`config.mk`:
```
export PLATFORM = sky130hd
export DESIGN_NAME = reg_writeback_arbiter_flat
export DESIGN_NICKNAME = d
export VERILOG_FILES = /design/src/rtl/riscv_wb_pkg.sv /design/src/rtl/reg_writeback_arbiter_if.sv /design/src/rtl/wb_result_fifo.sv /design/src/rtl/reg_writeback_arbiter.sv /design/src/flat_wrapper.sv
export SDC_FILE = /design/constraint.sdc
export NUM_CORES = 1
export LEC_CHECK = 0
export CAP_MARGIN = 20
export CORE_ASPECT_RATIO = 1.4
export CORE_MARGIN = 4
export CORE_UTILIZATION = 30
export DETAILED_ROUTE_END_ITERATION = 16
export DONT_BUFFER_PORTS = 1
export SYNTH_ARGS = -nofsm -noshare
export SYNTH_HDL_FRONTEND = slang
export SYNTH_SLANG_ARGS = --single-unit
```
`constraint.sdc`:
```
create_clock -name clk -period 2.7 [get_ports clk]
set_input_delay 0.54 -clock clk [delete_from_list [all_inputs] [get_ports clk]]
set_output_delay 0.54 -clock clk [all_outputs]
set_load 0.1 [all_outputs]
```
`src/rtl/riscv_wb_pkg.sv`:
```
// Shared types for the register-file writeback path.
package riscv_wb_pkg;

   localparam int REG_ADDR_W = 5;
   localparam int XLEN       = 32;

   typedef struct packed {
      logic [REG_ADDR_W-1:0] rd;
      logic [XLEN-1:0]       data;
   } wb_req_t;

   // Which source drives the write port in the current cycle.
   typedef enum logic [1:0] {
      SEL_NONE = 2'd0,
      SEL_ALU  = 2'd1,
      SEL_FIFO = 2'd2,
      SEL_MDU  = 2'd3
   } wb_src_e;

endpackage

```
`src/rtl/reg_writeback_arbiter_if.sv`:
```
// Bundle of the ALU, MDU and register-file write-port signals around the
// writeback arbiter. The arbiter uses the slave modport; the execute stage,
// the MDU and the register file together form the master side.
interface reg_writeback_arbiter_if;
   import riscv_wb_pkg::*;

   logic                  stall_reg_wr;
   logic                  alu_valid;
   logic [REG_ADDR_W-1:0] alu_rd_address;
   logic [XLEN-1:0]       alu_rd_data;
   logic                  alu_hold;
   logic                  mdu_valid;
   logic                  mdu_ready;
   logic [REG_ADDR_W-1:0] mdu_rd_address;
   logic [XLEN-1:0]       mdu_rd_data;
   logic                  mdu_pending;
   logic                  wr_rd_en;
   logic [REG_ADDR_W-1:0] rd_address;
   logic [XLEN-1:0]       rd_data;

   modport slave (
      input  stall_reg_wr, alu_valid, alu_rd_address, alu_rd_data,
      input  mdu_valid, mdu_rd_address, mdu_rd_data,
      output alu_hold, mdu_ready, mdu_pending,
      output wr_rd_en, rd_address, rd_data
   );

   modport master (
      output stall_reg_wr, alu_valid, alu_rd_address, alu_rd_data,
      output mdu_valid, mdu_rd_address, mdu_rd_data,
      input  alu_hold, mdu_ready, mdu_pending,
      input  wr_rd_en, rd_address, rd_data
   );

endinterface

```
`src/rtl/wb_result_fifo.sv`:
```
// Small synchronous FIFO holding MDU results until the write port is free.
// DEPTH must be a power of two so the pointers wrap naturally.
module wb_result_fifo
   import riscv_wb_pkg::*;
#(
   parameter int DEPTH = 4
) (
   input  logic    clk,
   input  logic    reset,
   input  logic    push,
   input  logic    pop,
   input  wb_req_t din,
   output logic    full,
   output logic    empty,
   output wb_req_t head
);

   localparam int PTR_W = (DEPTH > 1) ? $clog2(DEPTH) : 1;
   localparam int CNT_W = PTR_W + 1;

   logic [PTR_W-1:0] wr_ptr;
   logic [PTR_W-1:0] rd_ptr;
   logic [CNT_W-1:0] count;
   wb_req_t          mem [DEPTH];
   logic             do_push;
   logic             do_pop;

   assign full    = (count == CNT_W'(DEPTH));
   assign empty   = (count == '0);
   assign head    = mem[rd_ptr];
   assign do_push = push && !full;
   assign do_pop  = pop && !empty;

   // Pointer and occupancy bookkeeping; reset drops every stored entry.
   always_ff @(posedge clk or posedge reset) begin
      if (reset) begin
         wr_ptr <= '0;
         rd_ptr <= '0;
         count  <= '0;
      end else begin
         if (do_push) wr_ptr <= wr_ptr + PTR_W'(1);
         if (do_pop)  rd_ptr <= rd_ptr + PTR_W'(1);
         case ({do_push, do_pop})
            2'b10:   count <= count + CNT_W'(1);
            2'b01:   count <= count - CNT_W'(1);
            default: count <= count;
         endcase
      end
   end

   // Storage needs no reset: occupancy alone decides what is valid.
   always_ff @(posedge clk) begin
      if (do_push) mem[wr_ptr] <= din;
   end

endmodule

```
`src/rtl/reg_writeback_arbiter.sv`:
```
// Merges single-cycle ALU results and buffered MUL/DIV results onto the one
// register-file write port. ALU has priority; a starvation counter forces
// the FIFO head through after STARVE_LIMIT consecutive losses.
// Optional feature macro: WB_BYPASS_EN -- an MDU result arriving while the
// port and FIFO are idle goes straight to the write port (1-cycle latency).
module reg_writeback_arbiter
   import riscv_wb_pkg::*;
#(
   parameter int FIFO_DEPTH   = 4,
   parameter int STARVE_LIMIT = 8
) (
   input logic                  clk,
   input logic                  reset,
   reg_writeback_arbiter_if.slave bus
);

   localparam int CNT_W = $clog2(STARVE_LIMIT + 1);
   localparam logic [CNT_W-1:0] LIMIT = CNT_W'(STARVE_LIMIT);

   logic                  fifo_full;
   logic                  fifo_empty;
   logic                  fifo_push;
   logic                  fifo_pop;
   wb_req_t               fifo_head;
   wb_req_t               mdu_req;
   wb_req_t               alu_req;
   wb_req_t               sel_req;
   wb_src_e               sel_src;
   logic                  sel_valid;
   logic                  alu_hold_c;
   logic [CNT_W-1:0]      starve_cnt;
   logic                  wr_en_q;
   logic [REG_ADDR_W-1:0] rd_addr_q;
   logic [XLEN-1:0]       rd_data_q;

   assign mdu_req = '{rd: bus.mdu_rd_address, data: bus.mdu_rd_data};
   assign alu_req = '{rd: bus.alu_rd_address, data: bus.alu_rd_data};

   assign alu_hold_c = (starve_cnt == LIMIT) && !fifo_empty && !bus.stall_reg_wr;

   // Source priority: stall, forced FIFO drain, ALU, FIFO, optional bypass.
   always_comb begin
      sel_src = SEL_NONE;
      if (bus.stall_reg_wr)   sel_src = SEL_NONE;
      else if (alu_hold_c)    sel_src = SEL_FIFO;
      else if (bus.alu_valid) sel_src = SEL_ALU;
      else if (!fifo_empty)   sel_src = SEL_FIFO;
`ifdef WB_BYPASS_EN
      else if (bus.mdu_valid) sel_src = SEL_MDU;
`endif
   end

   // Data mux for the chosen source.
   always_comb begin
      sel_req = '0;
      case (sel_src)
         SEL_ALU:  sel_req = alu_req;
         SEL_FIFO: sel_req = fifo_head;
         SEL_MDU:  sel_req = mdu_req;
         default:  sel_req = '0;
      endcase
   end

   assign sel_valid = (sel_src != SEL_NONE);
   assign fifo_pop  = (sel_src == SEL_FIFO);
   // A bypassed MDU result is consumed directly and must not also be queued.
   assign fifo_push = bus.mdu_valid && !fifo_full && (sel_src != SEL_MDU);

   wb_result_fifo #(.DEPTH(FIFO_DEPTH)) u_fifo (
      .clk   (clk),
      .reset (reset),
      .push  (fifo_push),
      .pop   (fifo_pop),
      .din   (mdu_req),
      .full  (fifo_full),
      .empty (fifo_empty),
      .head  (fifo_head)
   );

   // Count consecutive cycles the waiting FIFO head loses to the ALU.
   always_ff @(posedge clk or posedge reset) begin
      if (reset) begin
         starve_cnt <= '0;
      end else if (fifo_empty || fifo_pop) begin
         starve_cnt <= '0;
      end else if ((sel_src == SEL_ALU) && (starve_cnt != LIMIT)) begin
         starve_cnt <= starve_cnt + CNT_W'(1);
      end
   end

   // Registered write port; x0 destinations are consumed without a strobe.
   always_ff @(posedge clk or posedge reset) begin
      if (reset) begin
         wr_en_q   <= 1'b0;
         rd_addr_q <= '0;
         rd_data_q <= '0;
      end else begin
         wr_en_q <= sel_valid && (sel_req.rd != '0);
         if (sel_valid) begin
            rd_addr_q <= sel_req.rd;
            rd_data_q <= sel_req.data;
         end
      end
   end

   assign bus.alu_hold    = alu_hold_c;
   assign bus.mdu_ready   = !fifo_full;
   assign bus.mdu_pending = !fifo_empty;
   assign bus.wr_rd_en    = wr_en_q;
   assign bus.rd_address  = rd_addr_q;
   assign bus.rd_data     = rd_data_q;

endmodule
```
`src/flat_wrapper.sv`:
```
// flat-port wrapper written by rule: the top's interface ports become plain ports
module reg_writeback_arbiter_flat import riscv_wb_pkg::*;
#(
   parameter int FIFO_DEPTH   = 4,
   parameter int STARVE_LIMIT = 8
)
  (clk, reset, bus_stall_reg_wr, bus_alu_valid, bus_alu_rd_address, bus_alu_rd_data, bus_mdu_valid, bus_mdu_rd_address, bus_mdu_rd_data, bus_alu_hold, bus_mdu_ready, bus_mdu_pending, bus_wr_rd_en, bus_rd_address, bus_rd_data);
  reg_writeback_arbiter_if bus_i ();
  input logic clk;
  input logic reset;
  input wire logic [$bits(bus_i.stall_reg_wr)-1:0] bus_stall_reg_wr;
  input wire logic [$bits(bus_i.alu_valid)-1:0] bus_alu_valid;
  input wire logic [$bits(bus_i.alu_rd_address)-1:0] bus_alu_rd_address;
  input wire logic [$bits(bus_i.alu_rd_data)-1:0] bus_alu_rd_data;
  input wire logic [$bits(bus_i.mdu_valid)-1:0] bus_mdu_valid;
  input wire logic [$bits(bus_i.mdu_rd_address)-1:0] bus_mdu_rd_address;
  input wire logic [$bits(bus_i.mdu_rd_data)-1:0] bus_mdu_rd_data;
  output wire logic [$bits(bus_i.alu_hold)-1:0] bus_alu_hold;
  output wire logic [$bits(bus_i.mdu_ready)-1:0] bus_mdu_ready;
  output wire logic [$bits(bus_i.mdu_pending)-1:0] bus_mdu_pending;
  output wire logic [$bits(bus_i.wr_rd_en)-1:0] bus_wr_rd_en;
  output wire logic [$bits(bus_i.rd_address)-1:0] bus_rd_address;
  output wire logic [$bits(bus_i.rd_data)-1:0] bus_rd_data;
  assign bus_i.stall_reg_wr = bus_stall_reg_wr;
  assign bus_i.alu_valid = bus_alu_valid;
  assign bus_i.alu_rd_address = bus_alu_rd_address;
  assign bus_i.alu_rd_data = bus_alu_rd_data;
  assign bus_i.mdu_valid = bus_mdu_valid;
  assign bus_i.mdu_rd_address = bus_mdu_rd_address;
  assign bus_i.mdu_rd_data = bus_mdu_rd_data;
  assign bus_alu_hold = bus_i.alu_hold;
  assign bus_mdu_ready = bus_i.mdu_ready;
  assign bus_mdu_pending = bus_i.mdu_pending;
  assign bus_wr_rd_en = bus_i.wr_rd_en;
  assign bus_rd_address = bus_i.rd_address;
  assign bus_rd_data = bus_i.rd_data;
  reg_writeback_arbiter #(.FIFO_DEPTH(FIFO_DEPTH), .STARVE_LIMIT(STARVE_LIMIT)) u_core (.clk(clk), .reset(reset), .bus(bus_i));
endmodule
```
; ---- Word level (Yosys, flattened, before mapping)
; Memory sizes are Yosys's and may differ from the RTL's.
; Index checks and enable logic that the tools add are counted.
[totals]
n_memories = 1
register_bits = 49
ram_bits = 148
out_inout_bits = 41
elab_cells = 49
[memory_table]
columns = name, words, word_bits, rd, rd_clocked_by_memory_dff, write_ports, line_no
row1 = u_core.u_fifo.mem, 4, 37, 1, 0, 1, wb_result_fifo.sv:24  ; wb_req_t mem [DEPTH];
[classes]
n_addsub = 5
n_reduce_logical = 17
n_mux = 10
n_eq_ne = 9
[ops]
columns = cell, n
row1 = 37-bit case mux with 3 select lines, 1
row2 = 1-bit logical AND, 8
row3 = 2-bit 2-to-1 mux, 4
row4 = 4-bit 2-to-1 mux, 2
row5 = 2-bit equality test (second input constant), 3
row6 = 3-bit case mux with 2 select lines, 1
row7 = 2-bit nonzero test, 3
row8 = 5-bit nonzero test, 1
row9 = 2-bit by 1-bit adder with 2-bit output (second input constant), 2
row10 = 4-bit by 1-bit adder with 4-bit output (second input constant), 1
row11 = 2-bit by 1-bit equality test with 1-bit output (second input constant), 2
row12 = 4-bit equality test (second input constant), 1
row13 = 4-bit inequality test (second input constant), 1
row14 = 3-bit by 1-bit adder with 3-bit output (second input constant), 1
row15 = 3-bit equality test (second input constant), 1
row16 = 1-bit logical NOT, 3
row17 = 3-bit logical NOT, 1
row18 = 3-bit by 1-bit subtractor with 3-bit output (second input constant), 1
row19 = 1-bit 2-to-1 mux, 2
row20 = 2-bit inequality test (second input constant), 1
row21 = 1-bit logical OR, 1

; ---- Longest topological paths before layout
[logic_depth]
depth_word = 11
mapped_depth = 13
depth_no_buf = 11

; ---- By module
; Synthesis repeated with hierarchy kept, for this count alone.
[hier_totals]
hier_cells = 398
area_unflattened_um2 = 7771.2
[modules_own_cells]
columns = mod, cells_each, area_per_inst_um2, instances, seq_area_each_um2
row1 = wb_result_fifo, 231, 5759.3, 1, 4619.4
row2 = reg_writeback_arbiter, 167, 2011.9, 1, 1051.0

; ---- Worst setup path after synthesis
; No wires, ideal clock.
[synth_path]
path_kind = input -> output
startpoint = input port bus_stall_reg_wr
endpoint = output port bus_alu_hold
slack_ns = -0.633
t_arrival_ns = 2.793
t_required_ns = 2.160
path_buffers = 1
cell_stages = 2
path_cell_list = clkbuf_1 -> nor3_1
[synth_between]
elab_chain_len = 2
[synth_lines]
columns = element, line_no
row1 = from (decl), flat_wrapper.sv:11  ; input wire logic [$bits(bus_i.stall_reg_wr)-1:0] bus_stall_reg_wr;
row2 = 1-bit logical NOT, reg_writeback_arbiter.sv:39  ; assign alu_hold_c = (starve_cnt == LIMIT) && !fifo_empty && !bus.stall_reg_wr;
row3 = 1-bit logical AND, reg_writeback_arbiter.sv:39
row4 = to (decl), flat_wrapper.sv:18  ; output wire logic [$bits(bus_i.alu_hold)-1:0] bus_alu_hold;
; No other way between the ends.

; ---- Worst setup path in the final report
[layout_path]
startpoint = register u_core.starve_cnt[0]
endpoint = register u_core.u_fifo.count[2]
[layout_between]
elab_chain_len = 10
word_cells_on_any_way = 14
cone_classes = eq/ne: 5 / mux: 3 / reduce/logical: 6
[layout_lines]
columns = element, line_no
row1 = from (decl), reg_writeback_arbiter.sv:31  ; logic [CNT_W-1:0] starve_cnt;
row2 = from (signal assigned), reg_writeback_arbiter.sv:87  ; starve_cnt <= starve_cnt + CNT_W'(1);
row3 = 4-bit equality test *, reg_writeback_arbiter.sv:39
row4 = 1-bit logical AND * (2 in a row), reg_writeback_arbiter.sv:39
row5 = 2-bit 2-to-1 mux *, reg_writeback_arbiter.sv:45  ; else if (alu_hold_c) sel_src = SEL_FIFO;
row6 = 2-bit 2-to-1 mux *, reg_writeback_arbiter.sv:44  ; if (bus.stall_reg_wr) sel_src = SEL_NONE;
row7 = 2-bit inequality test, reg_writeback_arbiter.sv:67  ; assign fifo_push = bus.mdu_valid && !fifo_full && (sel_src != SEL_MDU);
row8 = 1-bit logical AND, reg_writeback_arbiter.sv:67
row9 = 1-bit logical AND, wb_result_fifo.sv:31  ; assign do_push = push && !full;
row10 = 2-bit by 1-bit equality test with 1-bit output / 2-bit equality test (equally long branches), wb_result_fifo.sv:43  ; case ({do_push, do_pop})
row11 = 3-bit case mux with 2 select lines / 2-bit nonzero test (equally long branches), --
row12 = to (signal assigned), wb_result_fifo.sv:44  ; 2'b10: count <= count + CNT_W'(1);
row13 = to (signal assigned), wb_result_fifo.sv:45  ; 2'b01: count <= count - CNT_W'(1);
row14 = to (signal assigned), wb_result_fifo.sv:46  ; default: count <= count;
row15 = to (decl), wb_result_fifo.sv:23  ; logic [CNT_W-1:0] count;
; Every way passes the cells marked *; elsewhere a longest branch is shown, timed or not.
; A chain may end at the register's enable or synchronous reset.

==> results.py <==
metrics = {
    "status": {
        "status": "finished, final reports clean",
    },
    "detailed_routing": {
        "viasPerCell": 5.024,
        "drc_errors": 0,
        "vias": 3718,
        "first_pass_iters": 6,
        "wire_per_inst_um": 22.44,
        "postRouteAntennaNets": 0,
        "dr.first_iter.drc_count": 309,
        "totalWireLength_mm": 16.61,
    },
    "sta": {
        "setup_ws_ns": 0.2865,
        "slew_violations": 0,
        "period_share_pct": 89.39,
        "grt_setup_unrepaired": "false",
        "worstMarginPinSlew_ns": 0.9144,
        "finClkSkew_ns": 0.009617,
        "finalSetupViolations": 0,
        "post-route-min-period_ns": 2.414,
        "setup_tns_ns": 0,
        "fmax_ghz": 0.4143,
        "hold_viol_final": 0,
        "maxSlewHeadroom_pct": 39.04,
    },
    "global_route": {
        "gr-usage-met2_pct": 21.29,
        "first_global_vias": 4114,
        "busiest_layer": "met2",
        "grt_usage_pct": 12.28,
        "use_met1_pct": 14.24,
        "met3_usage_pct": 4.117,
        "grt_pass1_wl_mm": 25.16,
        "gr-total-overflow": 0,
        "grt_start_max_net_pins": 35,
        "antenna_found_initial": 0,
    },
    "finish": {
        "fillers": 2351,
        "num_antenna_cells": 0,
        "final_util_pct": 34.88,
        "drive_gt1_share_pct": 22.12,
        "design_area_um2": 8696,
        "area_delta_synth_final_pct": 13.51,
        "nets": 499,
    },
    "pwr": {
        "pwr_density_cell_nw_per_um2": 1222,
        "ir_drop_mv": 0.7149,
        "leakage_nw": 3.126,
    },
    "placement": {
        "preCtsSetupSlack_ns": 0.2901,
        "place.gp.congestion": 0.7515,
        "place_area_um2": 8132,
        "io_buffer_count": 0,
        "dp_hpwl_mm": 11.24,
    },
    "min_path": {
        "hold_class": "primary input to register",
    },
    "yosys": {
        "netlist_area_um2": 7661,
        "netlist-cell-type-count": 35,
        "async_flop_share_pct": 24.87,
        "synth_top_cell_by_area": "edfxtp_1",
        "syn_nets": 479,
        "ys.flop_type": "edfxtp_1",
        "synth.top_cell.area_share_pct": 58.01,
        "synth-edff-count": 148,
        "synth_seq_area_share_pct": 74.02,
        "syn_area_per_cell_um2": 19.54,
        "yosysWarningCount": 0,
        "ys_seq_elements": 197,
        "ys_top_cells_by_area": "edfxtp_1, dfrtp_1, mux4_2",
        "syn_inst": 392,
    },
    "critical_path": {
        "critical_path_arrival_ns": 2.77,
        "start_kind": "register",
        "crit_required_ns": 3.05,
        "end_kind": "register",
        "path_class": "register to register",
        "path_max_fanout": 5,
    },
    "floorplan": {
        "ioPinCount": 120,
        "fp-row-count": 68,
        "dieArea_um2": 28190,
        "initial_utilization_pct": 30.73,
        "coreArea_um2": 24930,
        "die_height_um": 197.1,
        "die_x_um": 143.1,
    },
    "cts": {
        "cts_num_sinks": 197,
        "h-tree-depth": 4,
        "clock-root-buffer": "clkbuf_16",
        "cts_tree": "built",
        "ctsLongestPathBuffers": 2,
        "clkLatencyLatePin_ns": 0.43,
        "cts_resized": 0,
        "cts_buffers": 17,
        "clk_pin_slew_worst_paths_ns": 0.07,
    },
    "job": {
        "maxCapViolations": 0,
    },
}
==> worst max-delay path, stage by stage, from the launching register on <==
cell      delay (ns)
dfrtp_1         0.43
inv_1           0.08
ha_1            0.19
nand3b_4        0.13
a21oi_2         0.18
nor2b_4         0.16
ha_1            0.19
inv_1           0.08
fa_1            0.43
xor2_1          0.16
nor2_1          0.15
xor2_1          0.16
==> through the flow <==
stage / hold WS (ns) / instances / power [mW]
2_1_floorplan: 0.4980 / 392 / 7.672
3_3_place_gp: 0.3976 / 707 / 8.275
4_1_cts: 0.1401 / 740 / 10.84
5_1_grt: 0.1406 / 740 / 11.17
6_report: 0.1732 / 740 / 10.63
3_5_place_dp: 0.3989 / 707 / 8.409
==> cell type report <==
type                    instances  area [um2]  area share, %
clock buffers                  21       450.4          5.180
clock inverters                11       103.9          1.194
inverters                      41       153.9          1.770
multi-input cells             135        1693          19.47
flip-flops and latches        197        5673          65.24
well taps                     315       394.1          4.532
repair buffers                 20       227.7          2.619
==> flip-flops by register name, indices dropped and copies added, names as in the netlist <==
name,cells
u_core.u_fifo.mem,148
u_core.bus.rd_data,32
u_core.bus.rd_address,5
u_core.starve_cnt,4
u_core.u_fifo.count,3
u_core.u_fifo.rd_ptr,2
u_core.u_fifo.wr_ptr,2
u_core.bus.wr_rd_en,1
==> timing repair <==
action,4_1_cts,5_1_grt
hold buffers,1,0
endpoints found under the setup margin,0,0
setup buffers,0,0
hold endpoints to repair,10,0
==> layer usage <==
metal,share of wire [%],vias up
li1,-,1623
met1,37,1949
met2,54,136
met3,7.7,10
met4,1.1,0
met5,0,-
==> cells by family after synthesis <==
logic type               Yosys count  synth area share, %
AO/OA/AOI/OAI                     53                5.994
XOR/XNOR                           6               0.6861
adder cells (fa/ha/maj)            8                1.404
buffers and inverters             60                4.165
flip-flops                       197                74.02
multiplexers                      38                11.27
AND/OR/NAND/NOR                   30                2.466
==> cells in the final DEF (no fill, tap or decap), types with 2 or more instances in the layout <==
cell type	count
clkbuf_1	3
and3_1	2
buf_4	13
dfrtp_2	2
a22oi_1	5
nor3_4	2
clkbuf_16	17
clkinvlp_4	4
and3_2	4
inv_1	40
a21oi_1	4
xor2_1	3
buf_12	6
o21ai_0	8
ha_1	7
edfxtp_1	148
mux4_1	5
xnor2_1	3
nor2_1	4
nand2_1	9
inv_6	2
a222oi_1	32
mux4_2	32
dfrtp_1	47
clkinv_4	2
==> Yosys cell counts, drive strengths merged (2+ instances only) <==
| library cell | n |
|---|---|
| dfrtp | 49 |
| o21ai | 8 |
| xnor2 | 3 |
| a22oi | 5 |
| mux4 | 37 |
| edfxtp | 148 |
| buf | 15 |
| a21oi | 5 |
| xor2 | 3 |
| nor3 | 3 |
| ha | 7 |
| nand3 | 2 |
| nor2 | 4 |
| clkbuf | 4 |
| a222oi | 32 |
| and3 | 6 |
| nand2 | 9 |
| inv | 41 |
==> where the power goes <==
group / leakage [nW] / total [mW] / internal (mW) / switching, mW
Combinational: 0.912 / 2.26 / 1.05 / 1.21
Clock: 0.258 / 2.40 / 1.30 / 1.10
Sequential: 1.96 / 5.97 / 4.00 / 1.97
Total: 3.13 / 10.6 / 6.35 / 4.28
==> path summary, 6_finish.rpt <==
check                      slack [ns]  cells after the start                      end                     from
max                              0.29                     11   u_core.u_fifo.count[2]     u_core.starve_cnt[0]
min                              0.17                      1      u_core.bus.wr_rd_en         bus_stall_reg_wr
max reg2reg                      0.29                     11   u_core.u_fifo.count[2]     u_core.starve_cnt[0]
min reg2reg                      0.55                      1  u_core.u_fifo.wr_ptr[0]  u_core.u_fifo.wr_ptr[0]
max in group asynchronous        1.53                      3  u_core.u_fifo.rd_ptr[1]                    reset
min in group asynchronous        0.51                      2   u_core.bus.rd_data[19]                    reset
Note: power is estimated with default switching activity, not from simulation.
